`config.mk`:
```
export PLATFORM = sky130hd
export DESIGN_NAME = cam_capture
export DESIGN_NICKNAME = d
export VERILOG_FILES = /design/src/rtl/cam_capture.sv
export SDC_FILE = /design/constraint.sdc
export NUM_CORES = 1
export LEC_CHECK = 0
export BUFFER_PORTS_ARGS = -buffer_cell sky130_fd_sc_hd__buf_4
export CORE_MARGIN = 1.5
export CORE_UTILIZATION = 45
export DETAILED_ROUTE_END_ITERATION = 8
export MAX_ROUTING_LAYER = met4
export PLACE_DENSITY = 0.66
export SLEW_MARGIN = 25
export SYNTH_ARGS = -nofsm -noshare
export SYNTH_HDL_FRONTEND = slang
export SYNTH_SLANG_ARGS = --single-unit
```
`constraint.sdc`:
```
create_clock -name clock -period 3.1 [get_ports clock]
set_input_delay 0 -clock clock [delete_from_list [all_inputs] [get_ports clock]]
set_output_delay 0 -clock clock [all_outputs]
set_load 0.03 [all_outputs]
```
`src/rtl/cam_capture.sv`:
```
// Receive side of the camera parallel pixel interface.
// pclk/hsync/vsync are oversampled in the system clock domain. One byte is
// captured per pclk rising edge while the line is valid. Byte pairs are packed
// into 16-bit frame buffer words addressed by line and word position.
module cam_capture #(
  parameter int LINE_BYTES = 320,
  parameter int MAX_LINES  = 240,
  parameter int LINE_W     = 12
) (
  input  logic                  clock,
  input  logic                  reset,
  input  logic                  capture_en,
  input  logic                  pclk,
  input  logic                  hsync,
  input  logic                  vsync,
  input  logic [7:0]            cam_data,
  input  logic                  wr_ready,
  output logic                  wr_en,
  output logic [15:0]           wr_data,
  output logic [2*LINE_W-2:0]   wr_addr,
  output logic                  frame_start,
  output logic                  frame_done,
  output logic                  line_error,
  output logic                  overflow,
  output logic                  busy
);

  localparam int AW = 2*LINE_W-1;
  localparam logic [LINE_W-1:0] LB   = LINE_W'(LINE_BYTES);
  localparam logic [LINE_W-1:0] ML   = LINE_W'(MAX_LINES);
  localparam logic [AW-1:0]     HALF = AW'(LINE_BYTES/2);

  typedef enum logic [1:0] {IDLE, ARMED, ACTIVE} state_t;

  state_t state, state_next;

  logic pclk_s1, pclk_s2, pclk_h;
  logic hsync_s1, hsync_s2, hsync_h;
  logic vsync_s1, vsync_s2, vsync_h;
  logic [7:0] data_d1, data_d2;
  logic [2:0] prime;

  logic pclk_rise, vsync_rise, vsync_fall, hsync_fall;
  logic start_evt, done_evt, capture, line_end;

  logic [LINE_W-1:0] byte_cnt, line_cnt;
  logic [7:0]        hi_byte;
  logic              word_pend;
  logic [15:0]       word_buf;
  logic [AW-1:0]     word_addr;
  logic [AW-1:0]     line_base;

  // Synchronizers, history flops and a data delay that keeps cam_data aligned
  // with the synchronized pclk. prime marks when the history flops hold real
  // input samples, so a vsync that is already high at reset release is never
  // mistaken for a low level (which would arm capture mid-frame).
  always_ff @(posedge clock or negedge reset) begin
    if (!reset) begin
      pclk_s1  <= 1'b0; pclk_s2  <= 1'b0; pclk_h  <= 1'b0;
      hsync_s1 <= 1'b0; hsync_s2 <= 1'b0; hsync_h <= 1'b0;
      vsync_s1 <= 1'b0; vsync_s2 <= 1'b0; vsync_h <= 1'b0;
      data_d1  <= 8'h00; data_d2 <= 8'h00;
      prime    <= 3'b000;
    end else begin
      pclk_s1  <= pclk;     pclk_s2  <= pclk_s1;  pclk_h  <= pclk_s2;
      hsync_s1 <= hsync;    hsync_s2 <= hsync_s1; hsync_h <= hsync_s2;
      vsync_s1 <= vsync;    vsync_s2 <= vsync_s1; vsync_h <= vsync_s2;
      data_d1  <= cam_data; data_d2  <= data_d1;
      prime    <= {prime[1:0], 1'b1};
    end
  end

  assign pclk_rise  = pclk_s2 & ~pclk_h;
  assign vsync_rise = vsync_s2 & ~vsync_h;
  assign vsync_fall = ~vsync_s2 & vsync_h;
  assign hsync_fall = ~hsync_s2 & hsync_h;

  // Capture state register.
  always_ff @(posedge clock or negedge reset) begin
    if (!reset) state <= IDLE;
    else        state <= state_next;
  end

  // Next-state logic; capture only ever begins from a vsync low level.
  always_comb begin
    state_next = state;
    start_evt  = 1'b0;
    done_evt   = 1'b0;
    case (state)
      IDLE: begin
        if (capture_en && prime[2] && !vsync_s2) state_next = ARMED;
      end
      ARMED: begin
        if (!capture_en) begin
          state_next = IDLE;
        end else if (vsync_rise) begin
          start_evt  = 1'b1;
          state_next = ACTIVE;
        end
      end
      ACTIVE: begin
        if (vsync_fall) begin
          done_evt   = 1'b1;
          state_next = capture_en ? ARMED : IDLE;
        end
      end
      default: state_next = IDLE;
    endcase
  end

  assign capture   = (state == ACTIVE) && pclk_rise && hsync_s2 && (line_cnt < ML);
  assign line_end  = (state == ACTIVE) && hsync_fall;
  assign line_base = AW'(line_cnt) * HALF;
  assign busy      = (state == ARMED) || (state == ACTIVE);

  // Byte packing, line accounting and the registered write port. A word that
  // meets wr_ready low is dropped (the camera cannot be paused) and recorded
  // in the sticky overflow flag.
  always_ff @(posedge clock or negedge reset) begin
    if (!reset) begin
      byte_cnt    <= '0;
      line_cnt    <= '0;
      hi_byte     <= 8'h00;
      word_pend   <= 1'b0;
      word_buf    <= 16'h0000;
      word_addr   <= '0;
      wr_en       <= 1'b0;
      wr_data     <= 16'h0000;
      wr_addr     <= '0;
      frame_start <= 1'b0;
      frame_done  <= 1'b0;
      line_error  <= 1'b0;
      overflow    <= 1'b0;
    end else begin
      wr_en       <= 1'b0;
      line_error  <= 1'b0;
      word_pend   <= 1'b0;
      frame_start <= start_evt;
      frame_done  <= done_evt;

      if (start_evt) begin
        byte_cnt <= '0;
        line_cnt <= '0;
        overflow <= 1'b0;
      end

      if (capture) begin
        if (byte_cnt != '1) byte_cnt <= byte_cnt + 1'b1;
        if (byte_cnt < LB) begin
          if (!byte_cnt[0]) begin
            hi_byte <= data_d2;
          end else begin
            word_pend <= 1'b1;
            word_buf  <= {hi_byte, data_d2};
            word_addr <= line_base + AW'(byte_cnt >> 1);
          end
        end
      end

      if (line_end) begin
        byte_cnt <= '0;
        if (line_cnt < ML) begin
          line_error <= (byte_cnt != LB);
          line_cnt   <= line_cnt + 1'b1;
        end
      end

      if (word_pend) begin
        if (wr_ready) begin
          wr_en   <= 1'b1;
          wr_data <= word_buf;
          wr_addr <= word_addr;
        end else begin
          overflow <= 1'b1;
        end
      end
    end
  end

endmodule
```
==> impl_metrics.env <==
export IMPL_syn_area_mm2=0.00640
export IMPL_diodes=0
export IMPL_die_w_um=122
export IMPL_hold_viol=0
export IMPL_cts_clk_slew_worst_paths_ns=0.06
export IMPL_die_y_um=122
export IMPL_p_clk_share_pct=39.2
export IMPL_dr_total_vias=4498
export IMPL_fin_tns_setup_ns=0
export IMPL_rows=43
export IMPL_p_leak_nw=4.05
export IMPL_synth_simple_area_share_pct=15.4
export IMPL_grt_pass1_vias=4402
export IMPL_critPathArrivalTime_ns=3.27
export IMPL_clk_path_buf_depth=2
export IMPL_cts_buffers=17
export IMPL_r2r_setup_slack_ns=0.15
export IMPL_r2r_end="word_addr[18]"
export IMPL_critical_path_class="flip-flop to flip-flop"
export IMPL_antenna_found_initial=0
export IMPL_synth_compound_area_share_pct=9.12
export IMPL_path_max_fanout=6
export IMPL_swShare_pct=28.4
export IMPL_grt_ovfl_total=0
export IMPL_place_congestion=0.797
export IMPL_reg2reg_depth=11
export IMPL_critical_path_startpoint="line_cnt[3]"
export IMPL_startpoint_type="flip-flop"
export IMPL_synthFlopType="dfrtp_1"
export IMPL_dp_hpwl_um=8390
export IMPL_timing_rr_start="line_cnt[3]"
export IMPL_synthAdderAreaFrac_pct=7.07
export IMPL_drtPass1Iterations=7
export IMPL_final_common_cell="dfrtp_1"
export IMPL_cts_sinks=142
export IMPL_internal_power_mw=3.99
export IMPL_power_density_mw_per_mm2=698
export IMPL_first_iter_violations=382
export IMPL_synth_area_mux_share_pct=7.91
export IMPL_synth_top_family_by_area="simple AND/OR/NAND/NOR gates"
export IMPL_core_area_mm2=0.0139
export IMPL_n_fill_cell=1126
export IMPL_synthCells=580
export IMPL_synth_edf_count=0
export IMPL_wl_per_cell_um=14.6
export IMPL_finalCritPeriodShare_pct=95.2
export IMPL_worstMarginPinSlew_ns=0.784
export IMPL_vdd_drop_max_mv=0.597
export IMPL_setup_violations=0
export IMPL_post_route_drc_count=0
export IMPL_timing_fmax_ghz=0.339
export IMPL_root_buffer="clkbuf_16"
export IMPL_dieArea_mm2=0.0150
export IMPL_antenna_left=0
export IMPL_io_pins=60
export IMPL_min_period_ns=2.95
export IMPL_slew_headroom_pct=47.6
export IMPL_synthXorXnorAreaFrac_pct=2.33
export IMPL_start_util_pct=46.1
export IMPL_synthArstFlopShare_pct=100
export IMPL_clock_latency_ns=0.42
export IMPL_clock_skew_ns=0.00646
export IMPL_holdWs_ns=0.126
export IMPL_worstSetupEndpointType="flip-flop"
export IMPL_wl_um=12600
export IMPL_grt_max_degree=81
export IMPL_avgSynthCellArea_um2=11.0
export IMPL_port_buffers=57
export IMPL_cts_tree="built"
export IMPL_seq_power_share_pct=40.0
export IMPL_maxCapViolations=0
export IMPL_ys_types=55
export IMPL_num_nets_final=719
export IMPL_status="finished, final reports clean"
export IMPL_power_switching_mw=1.58
export IMPL_required_ns=3.42
export IMPL_combPwrFrac_pct=20.8
export IMPL_syn_to_final_growth_pct=24.7
export IMPL_crit_end="word_addr[18]"
export IMPL_ys_seq_elements=142
export IMPL_drive_above_1_share_pct=26.2
export IMPL_htreeDepth=4
export IMPL_grt_pass1_wl_um=20700
export IMPL_grt_usage_pct=18.3
export IMPL_drv_slew=0
export IMPL_via_per_inst=5.22
export IMPL_yosysWarnings=0
export IMPL_final_cell_mix="dfrtp_1 (141), nand2_1 (100), buf_4 (75), mux2_2 (45), o21ai_0 (41)"
export IMPL_fin_util_pct=57.5
export IMPL_yosysSeqAreaShare_pct=55.5
export IMPL_hold_path_class="input pin to asynchronous set/reset pin"
==> flip-flops by register name, indices dropped and copies added, names as in the netlist, 2 cells and up <==
register / cells
hi_byte: 8
line_cnt: 12
wr_addr: 21
byte_cnt: 12
word_buf: 16
prime: 3
wr_data: 16
state: 2
data_d1: 8
data_d2: 8
word_addr: 21
==> cell type report <==
cell class	instances	area, um2	area share (%)
clock inverter	10	156	1.96
timing repair buffer	91	734	9.19
multi-input combinational	398	2750	34.4
tap	180	225	2.82
sequential	142	3550	44.5
inverter	19	71.3	0.893
clock buffer	22	494	6.19
==> per-layer routing <==
metal / vias up / part of all wire (%) / track usage (%)
met4: 0 / 1.3 / 6.25
li1: 2178 / - / -
met3: 12 / 3.5 / 5.11
met5: - / 0 / -
met1: 2223 / 45 / 22.4
met2: 85 / 50 / 29.4
==> worst max-delay path: stages, from the launching register on <==
cell	delay, ns
dfrtp_1	0.38
buf_4	0.16
ha_1	0.33
ha_4	0.19
or2_4	0.24
o21a_1	0.23
o21a_1	0.20
nor4_2	0.31
nand3_1	0.18
buf_4	0.18
o31a_1	0.29
o31ai_1	0.19
==> cell families (layout without fill, tap and decap cells) <==
group,after synthesis,in the layout
DFF,142,142
AOI/OAI and AO/OA,96,96
buffers and inverters,41,142
adders and majority gates,35,35
xor gates and xnor gates,17,17
and+or+nand+nor,202,202
other,2,3
muxes,45,45
==> timing repair <==
action	CTS	global route
endpoints found under the setup margin	2	5
hold buffers	14	0
pin swaps	2	8
gates resized for setup	1	15
endpoints found under the hold margin	76	0
setup buffers	2	1
==> power by group through the flow <==
| stage | combinational [mW] | sequential, mW | clock, mW |
|---|---|---|---|
| floorplan | 0.784 | 2.23 | 0 |
| finish | 1.16 | 2.23 | 2.19 |
| detailed placement | 1.08 | 2.26 | 0 |
| CTS | 1.12 | 2.23 | 2.23 |
| global route | 1.31 | 2.27 | 2.31 |
| global placement | 1.05 | 2.25 | 0 |
==> through the flow <==
step           instance area (um2)  cells  setup WS (ns)  power (mW)
3_5_place_dp                  7110    813        -0.0993        3.35
2_1_floorplan                 6410    581          0.186        3.01
5_1_grt                       7990    862        -0.0203        5.89
6_report                      7990    862          0.148        5.58
3_3_place_gp                  7110    813         0.0838        3.30
4_1_cts                       7920    861        0.00346        5.58
==> Yosys cell counts, types with 2 or more instances <==
cell type | instances | share of area (%)
buf_4 | 2 | 0.23
and2_1 | 7 | 0.68
nand3_1 | 11 | 0.86
nor3_1 | 6 | 0.47
nand2b_1 | 4 | 0.39
ha_1 | 33 | 6.4
xor2_1 | 7 | 0.96
o21a_1 | 3 | 0.35
o31a_1 | 3 | 0.41
a21o_1 | 5 | 0.59
nand3b_1 | 8 | 0.94
dfrtp_1 | 142 | 55
xnor2_1 | 10 | 1.4
a211oi_1 | 2 | 0.23
fa_1 | 2 | 0.63
o31ai_1 | 3 | 0.35
mux2_2 | 45 | 7.9
clkbuf_1 | 15 | 0.88
nor2b_1 | 2 | 0.20
nand4_1 | 8 | 0.78
o22ai_1 | 2 | 0.20
nor4_1 | 3 | 0.29
and3_1 | 12 | 1.2
nand2_1 | 100 | 5.9
o221ai_1 | 2 | 0.27
or2_2 | 3 | 0.29
inv_1 | 19 | 1.1
nor2_1 | 27 | 1.6
a21oi_1 | 21 | 1.6
a31oi_1 | 4 | 0.39
o21ai_0 | 41 | 3.2
conb_1 | 2 | 0.12
buf_2 | 4 | 0.31
==> worst min-delay path by stage <==
stage	startpoint	end	slack, ns
after global placement	reset	wr_en	0.01
after global routing	reset	wr_en	0.19
after detailed placement	reset	wr_en	0.02
after floorplan	reset	byte_cnt[0]	-0.30
final	reset	wr_en	0.13
after CTS	reset	wr_en	0.15
Power figures use the tool's default switching activity.
